## config.mk

```make
export PLATFORM = sky130hd
export DESIGN_NAME = imem_arbiter
export DESIGN_NICKNAME = d
export VERILOG_FILES = /design/src/rtl/imem_arbiter.sv
export SDC_FILE = /design/constraint.sdc
export NUM_CORES = 1
export LEC_CHECK = 0
export ABC_CLOCK_PERIOD_IN_PS = 2000
export CORE_MARGIN = 2
export CORE_UTILIZATION = 50
export DETAILED_ROUTE_END_ITERATION = 8
export PLACE_DENSITY = 0.68
export SKIP_LAST_GASP = 1
export SYNTH_ARGS = -nofsm -noshare
export SYNTH_HDL_FRONTEND = slang
export SYNTH_SLANG_ARGS = --single-unit
export TNS_END_PERCENT = 20
```

## constraint.sdc

```tcl
create_clock -name clk -period 2 [get_ports clk]
set_input_delay 0.3 -clock clk [delete_from_list [all_inputs] [get_ports clk]]
set_output_delay 0.3 -clock clk [all_outputs]
set_load 0.02 [all_outputs]
```

## src/rtl/imem_arbiter.sv

```systemverilog
// Single-port instruction memory shared by the CPU fetch port (read-only) and a
// host/loader port (read/write). One access per cycle, round-robin on ties, and a host lock.
module imem_arbiter #(
  parameter int DEPTH   = 16,
  parameter int AW      = 4,
  parameter int DW      = 8,
  parameter int STALL_W = 8
) (
  input  logic               clk,
  input  logic               rst_n,
  input  logic               cpu_req,
  input  logic [AW-1:0]      cpu_addr,
  output logic               cpu_gnt,
  output logic               cpu_rvalid,
  output logic [DW-1:0]      cpu_rdata,
  input  logic               host_req,
  input  logic               host_we,
  input  logic [AW-1:0]      host_addr,
  input  logic [DW-1:0]      host_wdata,
  output logic               host_gnt,
  output logic               host_rvalid,
  output logic [DW-1:0]      host_rdata,
  input  logic               host_lock,
  output logic [STALL_W-1:0] cpu_stall_cnt
);

  typedef enum logic {PRI_CPU = 1'b0, PRI_HOST = 1'b1} pri_e;

  pri_e pri_q, pri_d;

  logic [DW-1:0]      mem [DEPTH];
  logic               cpu_in_range, host_in_range;
  logic [DW-1:0]      cpu_word, host_word;
  logic               host_rd_p0;
  logic               cpu_rvalid_p1, host_rvalid_p1;
  logic [DW-1:0]      cpu_rdata_p1, host_rdata_p1;
  logic [STALL_W-1:0] stall_p1;

  function automatic logic [STALL_W-1:0] sat_inc(input logic [STALL_W-1:0] v);
    if (&v) return v;
    return v + 1'b1;
  endfunction

  // Out-of-range decode only exists when the address space is larger than the array.
  if (DEPTH >= (1 << AW)) begin : g_full_map
    assign cpu_in_range  = 1'b1;
    assign host_in_range = 1'b1;
  end else begin : g_partial_map
    assign cpu_in_range  = (cpu_addr  < AW'(DEPTH));
    assign host_in_range = (host_addr < AW'(DEPTH));
  end

  assign cpu_word   = cpu_in_range  ? mem[cpu_addr]  : '0;
  assign host_word  = host_in_range ? mem[host_addr] : '0;
  assign host_rd_p0 = host_gnt && !host_we;

  always_ff @(posedge clk or negedge rst_n) begin
    if (!rst_n) pri_q <= PRI_CPU;
    else        pri_q <= pri_d;
  end

  always_comb begin
    pri_d = pri_q;
    if (cpu_gnt)       pri_d = PRI_HOST;
    else if (host_gnt) pri_d = PRI_CPU;
  end

  // Grants are gated by rst_n so nothing is accepted while reset is asserted.
  always_comb begin
    cpu_gnt  = 1'b0;
    host_gnt = 1'b0;
    if (rst_n) begin
      if (host_lock) begin
        host_gnt = host_req;
      end else if (cpu_req && host_req) begin
        if (pri_q == PRI_CPU) cpu_gnt  = 1'b1;
        else                  host_gnt = 1'b1;
      end else begin
        cpu_gnt  = cpu_req;
        host_gnt = host_req;
      end
    end
  end

  // Memory array has no reset so a loaded program survives rst_n.
  always_ff @(posedge clk) begin
    if (host_gnt && host_we && host_in_range) mem[host_addr] <= host_wdata;
  end

  // ---- p0 -> p1: registered read return and stall accounting ----
  always_ff @(posedge clk or negedge rst_n) begin
    if (!rst_n) begin
      cpu_rvalid_p1  <= 1'b0;
      host_rvalid_p1 <= 1'b0;
      cpu_rdata_p1   <= '0;
      host_rdata_p1  <= '0;
      stall_p1       <= '0;
    end else begin
      cpu_rvalid_p1  <= cpu_gnt;
      host_rvalid_p1 <= host_rd_p0;
      if (cpu_gnt)    cpu_rdata_p1  <= cpu_word;
      if (host_rd_p0) host_rdata_p1 <= host_word;
      if (cpu_req && !cpu_gnt) stall_p1 <= sat_inc(stall_p1);
    end
  end

  assign cpu_rvalid    = cpu_rvalid_p1;
  assign cpu_rdata     = cpu_rdata_p1;
  assign host_rvalid   = host_rvalid_p1;
  assign host_rdata    = host_rdata_p1;
  assign cpu_stall_cnt = stall_p1;

endmodule

```

# Word-level counts from Yosys, hierarchy flattened
# Memory sizes are Yosys's and may differ from the RTL's. A register that Yosys moved wholly into a read port is not among the register bits.
# Index checks and enable logic that the tools add are counted.
[op_classes]
add_sub_neg = 1
eq_ne = 1
muxes = 15
reduce_logical = 11
[op_table]
columns = ["cell", "n"]
rows = [
  ["$mux W1", 14],
  ["$add A8 B1 Y8 const B", 1],
  ["$mux W8", 1],
  ["$reduce_and A8 Y1", 1],
  ["$logic_and A1 B1 Y1", 4],
  ["$logic_not A1 Y1", 4],
  ["$ne A2 B2 Y1 const B", 1],
  ["$reduce_and A2 Y1", 1],
  ["$reduce_bool A2 Y1", 1],
]
[totals]
regBits = 11
mem_bits_rw = 128
inputBits = 22
mem_count = 1
[memory_table]
columns = ["memory", "depth", "width", "read_ports", "rd_ports_with_merged_regs", "wr", "line_no", "source"]
rows = [
  ["mem", 16, 8, 2, 2, 1, "31", "logic [DW-1:0] mem [DEPTH];"],
]

# Logic depth before layout (Yosys ltp)
# Gate-level depths: netlist (run 1).
[logic_depth]
ltp_word = 9
depth_mapped = 6
ltp_nobuf = 5

# Worst setup path before layout (run 1)
# No wires, ideal clock.
[synth_timing]
path_type = "input to register"
startpoint = "in cpu_req"
endpoint = "mem mem[1][0], enable pin"
setup_time_ps = 383
t_arrival_ps = 1874
slack_ps = -258
stages = 4
n_path_buf = 0
cell_sequence = "nor2b_1 -> a21oi_1 -> nand4b_1 -> nor3_1"
[synth_via]
elab_chain_cells = 7
[synth_lines]
columns = ["element", "line_no", "source"]
rows = [
  ["from (decl)", "11", "input logic cpu_req,"],
  ["$logic_and A1 B1 Y1", "75", "end else if (cpu_req && host_req) begin"],
  ["$mux W1", "75", ""],
  ["$mux W1", "73", "if (host_lock) begin"],
  ["$mux W1", "72", "if (rst_n) begin"],
  ["via host_gnt", "20", "output logic host_gnt,"],
  ["$logic_and A1 B1 Y1", "87", "if (host_gnt && host_we && host_in_range) mem[host_addr] <= host_wdata;"],
  ["$mux W1", "87", ""],
  ["$mux W1 (implied by the code)", "87", ""],
  ["to (decl)", "31", ""],
]
# The timed path passes the listed nets, and every way through them passes these cells.

# Worst setup path after layout (run 1)
[layout_timing]
startpoint = "reg pri_q"
endpoint = "out cpu_gnt"
[layout_via]
elab_chain_cells = 4
[layout_lines]
columns = ["element", "line_no", "source"]
rows = [
  ["from (decl)", "29", "pri_e pri_q, pri_d;"],
  ["from (signal assigned)", "59", "else pri_q <= pri_d;"],
  ["$mux W1", "76", "if (pri_q == PRI_CPU) cpu_gnt = 1'b1;"],
  ["$mux W1", "75", ""],
  ["$mux W1", "73", ""],
  ["$mux W1", "72", ""],
  ["to (decl)", "13", "output logic cpu_gnt,"],
]
# No other way between the ends.

==> flow_metrics.env, run 1 <==
export IMPL_status="completed"
export IMPL_nets=515
export IMPL_multiInputGateArea_mm2=0.00235
export IMPL_rsz0062_at_grt="no"
export IMPL_synth_edf_count=128
export IMPL_io_buffers=49
export IMPL_synth_fa_ha_area_share_pct=0.179
export IMPL_cts_resized=1
export IMPL_synth_xor_area_share_pct=0.878
export IMPL_die_x_um=122
export IMPL_start_kind="register"
export IMPL_hold_buffers=0
export IMPL_yosys_area_share_simple_pct=4.41
export IMPL_p_per_area_mw_per_mm2=923
export IMPL_total_power_w=0.00811
export IMPL_first_pass_iters=5
export IMPL_p_leak_nw=3.13
export IMPL_pre_cts_slack_ns=-0.243
export IMPL_setup_ws_ns=0.134
export IMPL_synth_common_cells="edfxtp_1 (128), mux4_2 (64), dfrtp_1 (27)"
export IMPL_yosysMostFrequentCell="edfxtp_1"
export IMPL_synth_top_family_by_area="multiplexers"
export IMPL_netlist_area_mm2=0.00699
export IMPL_hold_viol=0
export IMPL_clock_fmax_mhz=536
export IMPL_rr_startpoint="pri_q"
export IMPL_peakVddDrop_mv=0.572
export IMPL_grt_overflow_total=0
export IMPL_grt_max_degree=30
export IMPL_n_antenna_cell=0
export IMPL_place_area_mm2=0.00823
export IMPL_syn_nets=397
export IMPL_grt_use_total_pct=26.2
export IMPL_path_clk_slew_ns=0.06
export IMPL_initial_core_util_pct=50.7
export IMPL_netlist_area_leader_share_pct=55.0
export IMPL_num_rows=43
export IMPL_cp_arrival_ns=1.57
export IMPL_num_io_pins=50
export IMPL_worst_pin_slew_ns=0.596
export IMPL_wl_per_cell_um=26.2
export IMPL_worstPathRequired_ns=1.70
export IMPL_syn2layout_area_growth_pct=25.7
export IMPL_synth_cells=374
export IMPL_ys_types=34
export IMPL_synth_area_top_cells="edfxtp_1 (55%), mux4_2 (21%), dfrtp_1 (9.7%)"
export IMPL_ant_nets=0
export IMPL_ys_seq_area_share_pct=64.7
export IMPL_r2r_end="mem[10][5]"
export IMPL_fin_area_mm2=0.00878
export IMPL_htreeDepth=4
export IMPL_slew_viol_final=0
export IMPL_synth_flop_cell="edfxtp_1"
export IMPL_cts_root_buf="clkbuf_16"
export IMPL_num_fill_cells=1004
export IMPL_final_setup_skew_ns=0.00527
export IMPL_fp_dieH_um=122
export IMPL_synth_mux_area_share_pct=24.7
export IMPL_ys_warn_count=0
export IMPL_maxCapViolCount=0
export IMPL_startpoint="pri_q"
export IMPL_initialDrtViolationCount=453
export IMPL_synth_seq_cells=155
export IMPL_clockBufferDepth=2
export IMPL_coreArea_mm2=0.0138
export IMPL_cts_buffers=17
export IMPL_fin_util_pct=63.8
export IMPL_dieArea_mm2=0.0149
export IMPL_setup_viol=0
export IMPL_fin_crit_sh_pct=93.3
export IMPL_end_kind="output port"
export IMPL_gp_congestion=0.878
export IMPL_antenna_found_initial=0
export IMPL_vias_per_cell=6.27
export IMPL_slew_headroom_pct=60.1
export IMPL_postCtsSetupRepairBufs=0
export IMPL_syn_mean_instance_area_um2=18.7
export IMPL_drive_gt1_share_pct=37.0
export IMPL_hpwl_um=12600
export IMPL_insertion_delay_ns=0.43
export IMPL_crit_path_end="cpu_gnt"
export IMPL_cts_tree="yes"
export IMPL_ff_latch_area_mm2=0.00452
export IMPL_drcViolationCount=0
export IMPL_fin_crit_ns=1.87
export IMPL_r2r_cells=6
export IMPL_clock_sinks=155
export IMPL_hold_path_class="in -> async"
export IMPL_synth_compound_area_share_pct=3.19
export IMPL_worstSetupPathType="reg -> out"
export IMPL_grt_pass1_vias=4418
export IMPL_synthArstFlopShare_pct=17.4
export IMPL_crit_fanout=3
export IMPL_wl_um=18000
export IMPL_grt_pass1_wl_um=27000
export IMPL_vias=4294
export IMPL_synth_top_cell_by_area="edfxtp_1"
export IMPL_r2r_setup_slack_ns=0.24
sequential cells by signal (all words and copies together) (netlist names):
signal	cells
mem	128
pri_q	1
host_rdata	8
cpu_stall_cnt	8
cpu_rvalid	1
cpu_rdata	8
host_rvalid	1
worst min-delay path by stage:
| stage | from | end | slack (ns) |
|---|---|---|---|
| after global placement | pri_q | pri_q | 0.48 |
| after CTS | rst_n | host_rvalid | 0.19 |
| after detailed placement | pri_q | pri_q | 0.49 |
| after floorplan | rst_n | cpu_rdata[0] | 0.004 |
| final | rst_n | host_rvalid | 0.20 |
| after global routing | rst_n | pri_q | 0.22 |
power breakdown:
| group | switching, W | internal [W] |
|---|---|---|
| combinational | 0.000628 | 0.000648 |
| sequential | 0.000162 | 0.00368 |
| clock | 0.00129 | 0.00170 |
| total | 0.00208 | 0.00603 |
worst max-delay path, stage by stage (launching register included):
cell,delay (ns)
dfrtp_1,0.39
and2_1,0.17
nand3b_1,0.17
inv_1,0.09
dlygate4sd2_1,0.33
logic make-up after synthesis:
family	Yosys count
mux	91
simple gates	60
flops	155
buf+inv	28
fa+ha+maj	1
compound gates	32
xor+xnor	7
placed cells by master (no fill, tap or decap), drive strengths merged, types with 11 or more instances in the layout:
cell type      netlist  layout
edfxtp             128     128
nor3                11      11
nor2                14      14
clkdlybuf4s50        0      44
nand2               12      12
dfrtp               27      27
mux2i               18      18
mux4                64      64
clkbuf               8      17
buf                 16      77
final cells by class:
cell class	count	share of cell area, %
Clock buffer	17	4.84
Clock inverter	15	1.44
Inverter	4	0.171
Multi-Input combinational cell	191	26.8
Sequential cell	155	51.5
Tap cell	180	2.56
Timing Repair Buffer	123	12.8
routing by layer:
layer | vias up | routed length (µm) | part of all wire [%] | track usage [%]
met4 | 0 | 569 | 3.2 | 11.4
met1 | 2213 | 6990 | 39 | 35.7
met2 | 236 | 8590 | 48 | 40.9
li1 | 1805 | - | - | -
met5 | - | 0 | 0 | 0
met3 | 40 | 1810 | 10 | 6.04
through the flow:
stage | hold slack (ns) | cells | setup TNS, ns
2_1_floorplan | 0.00441 | 374 | 0
3_3_place_gp | 0.478 | 653 | -13.00
3_5_place_dp | 0.487 | 653 | -16.23
4_1_cts | 0.187 | 685 | 0
5_1_grt | 0.215 | 685 | 0
6_report | 0.199 | 685 | 0
No activity file was read; power rests on OpenSTA's default activity.
==> inputs of run 2 (changes only) <==
--- a/config.mk
+++ b/config.mk
@@ -10,6 +10,7 @@
 export CORE_UTILIZATION = 50
 export DETAILED_ROUTE_END_ITERATION = 8
 export PLACE_DENSITY = 0.68
+export SKIP_CTS_REPAIR_TIMING = 1
 export SKIP_LAST_GASP = 1
 export SYNTH_ARGS = -nofsm -noshare
 export SYNTH_HDL_FRONTEND = slang
==> run 2 against run 1 <==
Critical path depth stayed put. Count of clock-buffer cells in the layout stayed put. Worst hold slack hardly changed. Die area stayed put. Total power hardly changed. Sequential share of layout area hardly changed.
==> flow_metrics.env, run 2 (same netlist as run 1, synthesis figures left out) <==
export IMPL_clock_sinks=155
export IMPL_antenna_found_initial=0
export IMPL_gp_congestion=0.878
export IMPL_final_common_cell="edfxtp_1"
export IMPL_hpwl_um=12600
export IMPL_fin_crit_sh_pct=97.8
export IMPL_wl_per_cell_um=26.2
export IMPL_drive_gt1_share_pct=37.0
export IMPL_dieArea_mm2=0.0149
export IMPL_coreArea_mm2=0.0138
export IMPL_fin_area_mm2=0.00878
export IMPL_largest_reg_flops=128
export IMPL_num_io_pins=50
export IMPL_io_buffers=49
export IMPL_n_antenna_cell=0
export IMPL_total_power_w=0.00810
export IMPL_grt_max_degree=30
export IMPL_dpl_cell_count=653
export IMPL_grt_pass1_vias=4418
export IMPL_slew_headroom_pct=60.2
export IMPL_cp_arrival_ns=1.66
export IMPL_final_setup_skew_ns=0.00540
export IMPL_die_x_um=122
export IMPL_peakVddDrop_mv=0.571
export IMPL_slew_viol_final=0
export IMPL_ant_nets=0
export IMPL_regMostFlops="mem"
export IMPL_p_per_area_mw_per_mm2=922
export IMPL_clock_fmax_mhz=511
export IMPL_end_kind="output port"
export IMPL_fin_crit_ns=1.96
export IMPL_setup_viol=0
export IMPL_grt_use_total_pct=26.2
export IMPL_place_area_mm2=0.00823
export IMPL_cts_buffers=17
export IMPL_rsz0062_at_grt="yes"
export IMPL_vias_per_cell=6.25
export IMPL_worst_pin_slew_ns=0.595
export IMPL_first_pass_iters=6
export IMPL_hold_viol=0
export IMPL_path_clk_slew_ns=0.06
export IMPL_crit_fanout=3
export IMPL_worstPathRequired_ns=1.70
export IMPL_worstSetupPathType="in -> out"
export IMPL_wl_um=17900
export IMPL_start_kind="input pin"
export IMPL_grt_pass1_wl_um=27000
export IMPL_clockBufferDepth=2
export IMPL_insertion_delay_ns=0.43
export IMPL_initialDrtViolationCount=453
export IMPL_syn2layout_area_growth_pct=25.7
export IMPL_status="completed"
export IMPL_htreeDepth=4
export IMPL_p_leak_nw=3.12
export IMPL_initial_core_util_pct=50.7
export IMPL_fp_dieH_um=122
export IMPL_grt_overflow_total=0
export IMPL_num_rows=43
export IMPL_setup_tns_ns=0
export IMPL_instances_no_fill=685
export IMPL_hold_path_class="in -> async"
export IMPL_cts_root_buf="clkbuf_16"
export IMPL_vias=4283
export IMPL_cts_tree="yes"
export IMPL_nets=515
export IMPL_maxCapViolCount=0
export IMPL_drcViolationCount=0
export IMPL_layout_common_cells="edfxtp_1 (128), buf_4 (67), mux4_2 (64), clkdlybuf4s50_1 (45), dfrtp_1 (27)"
run 2: changes by cell type in the layout (fill, tap and decap cells not counted):
cell             before  now
clkdlybuf4s50_1      44   45
dlygate4sd2_1         1    0
run 2: routing by layer:
metal / up-vias / track usage [%] / wire length [µm] / share of wire [%]
li1: 1805 / - / - / -
met1: 2201 / 35.7 / 6950 / 39
met2: 237 / 40.9 / 8570 / 48
met3: 40 / 6.04 / 1830 / 10
met4: 0 / 11.4 / 592 / 3.3
met5: - / 0 / 0 / 0
run 2: final cells by class:
type | count | area, µm²
timing repair buffer | 123 | 1120
clock buffer | 17 | 425
tap | 180 | 225
clock inverter | 15 | 126
fill | 1005 | 4990
inverter | 4 | 15.0
multi-input combinational | 191 | 2350
sequential | 155 | 4520
run 2: stage by stage:
stage | util, % | hold slack, ns | worst slack [ns]
after floorplan | - | 0.00441 | 0.177
after global placement | 59.7 | 0.478 | -0.228
after detailed placement | 59.7 | 0.487 | -0.243
after CTS | 63.8 | 0.187 | -0.160
after global routing | 63.8 | 0.215 | -0.00958
final | 63.8 | 0.199 | 0.0430
run 2: path summary, 6_finish.rpt:
kind	startpoint	endpoint	slack [ns]	depth (start not counted)
worst min-delay path	rst_n	host_rvalid	0.20	2
worst max-delay path	rst_n	host_gnt	0.04	4
min in group clk	cpu_addr[0]	cpu_rdata[3]	0.47	4
max in group asynchronous	rst_n	cpu_stall_cnt[0]	1.43	3
worst min register to register	pri_q	pri_q	0.50	2
worst max register to register	pri_q	mem[10][4]	0.23	6
run 2: critical path: stages:
cell	delay, ns
clkdlybuf4s50_1	0.50
nand2_1	0.10
a21oi_2	0.14
clkdlybuf4s50_1	0.62
run 2: power by group:
part	switching, W	leakage [nW]	total (W)	internal [W]
sequential	0.000162	1.48	0.00384	0.00368
combinational	0.000627	1.38	0.00128	0.000649
clock	0.00128	0.260	0.00299	0.00170
total	0.00207	3.12	0.00810	0.00603
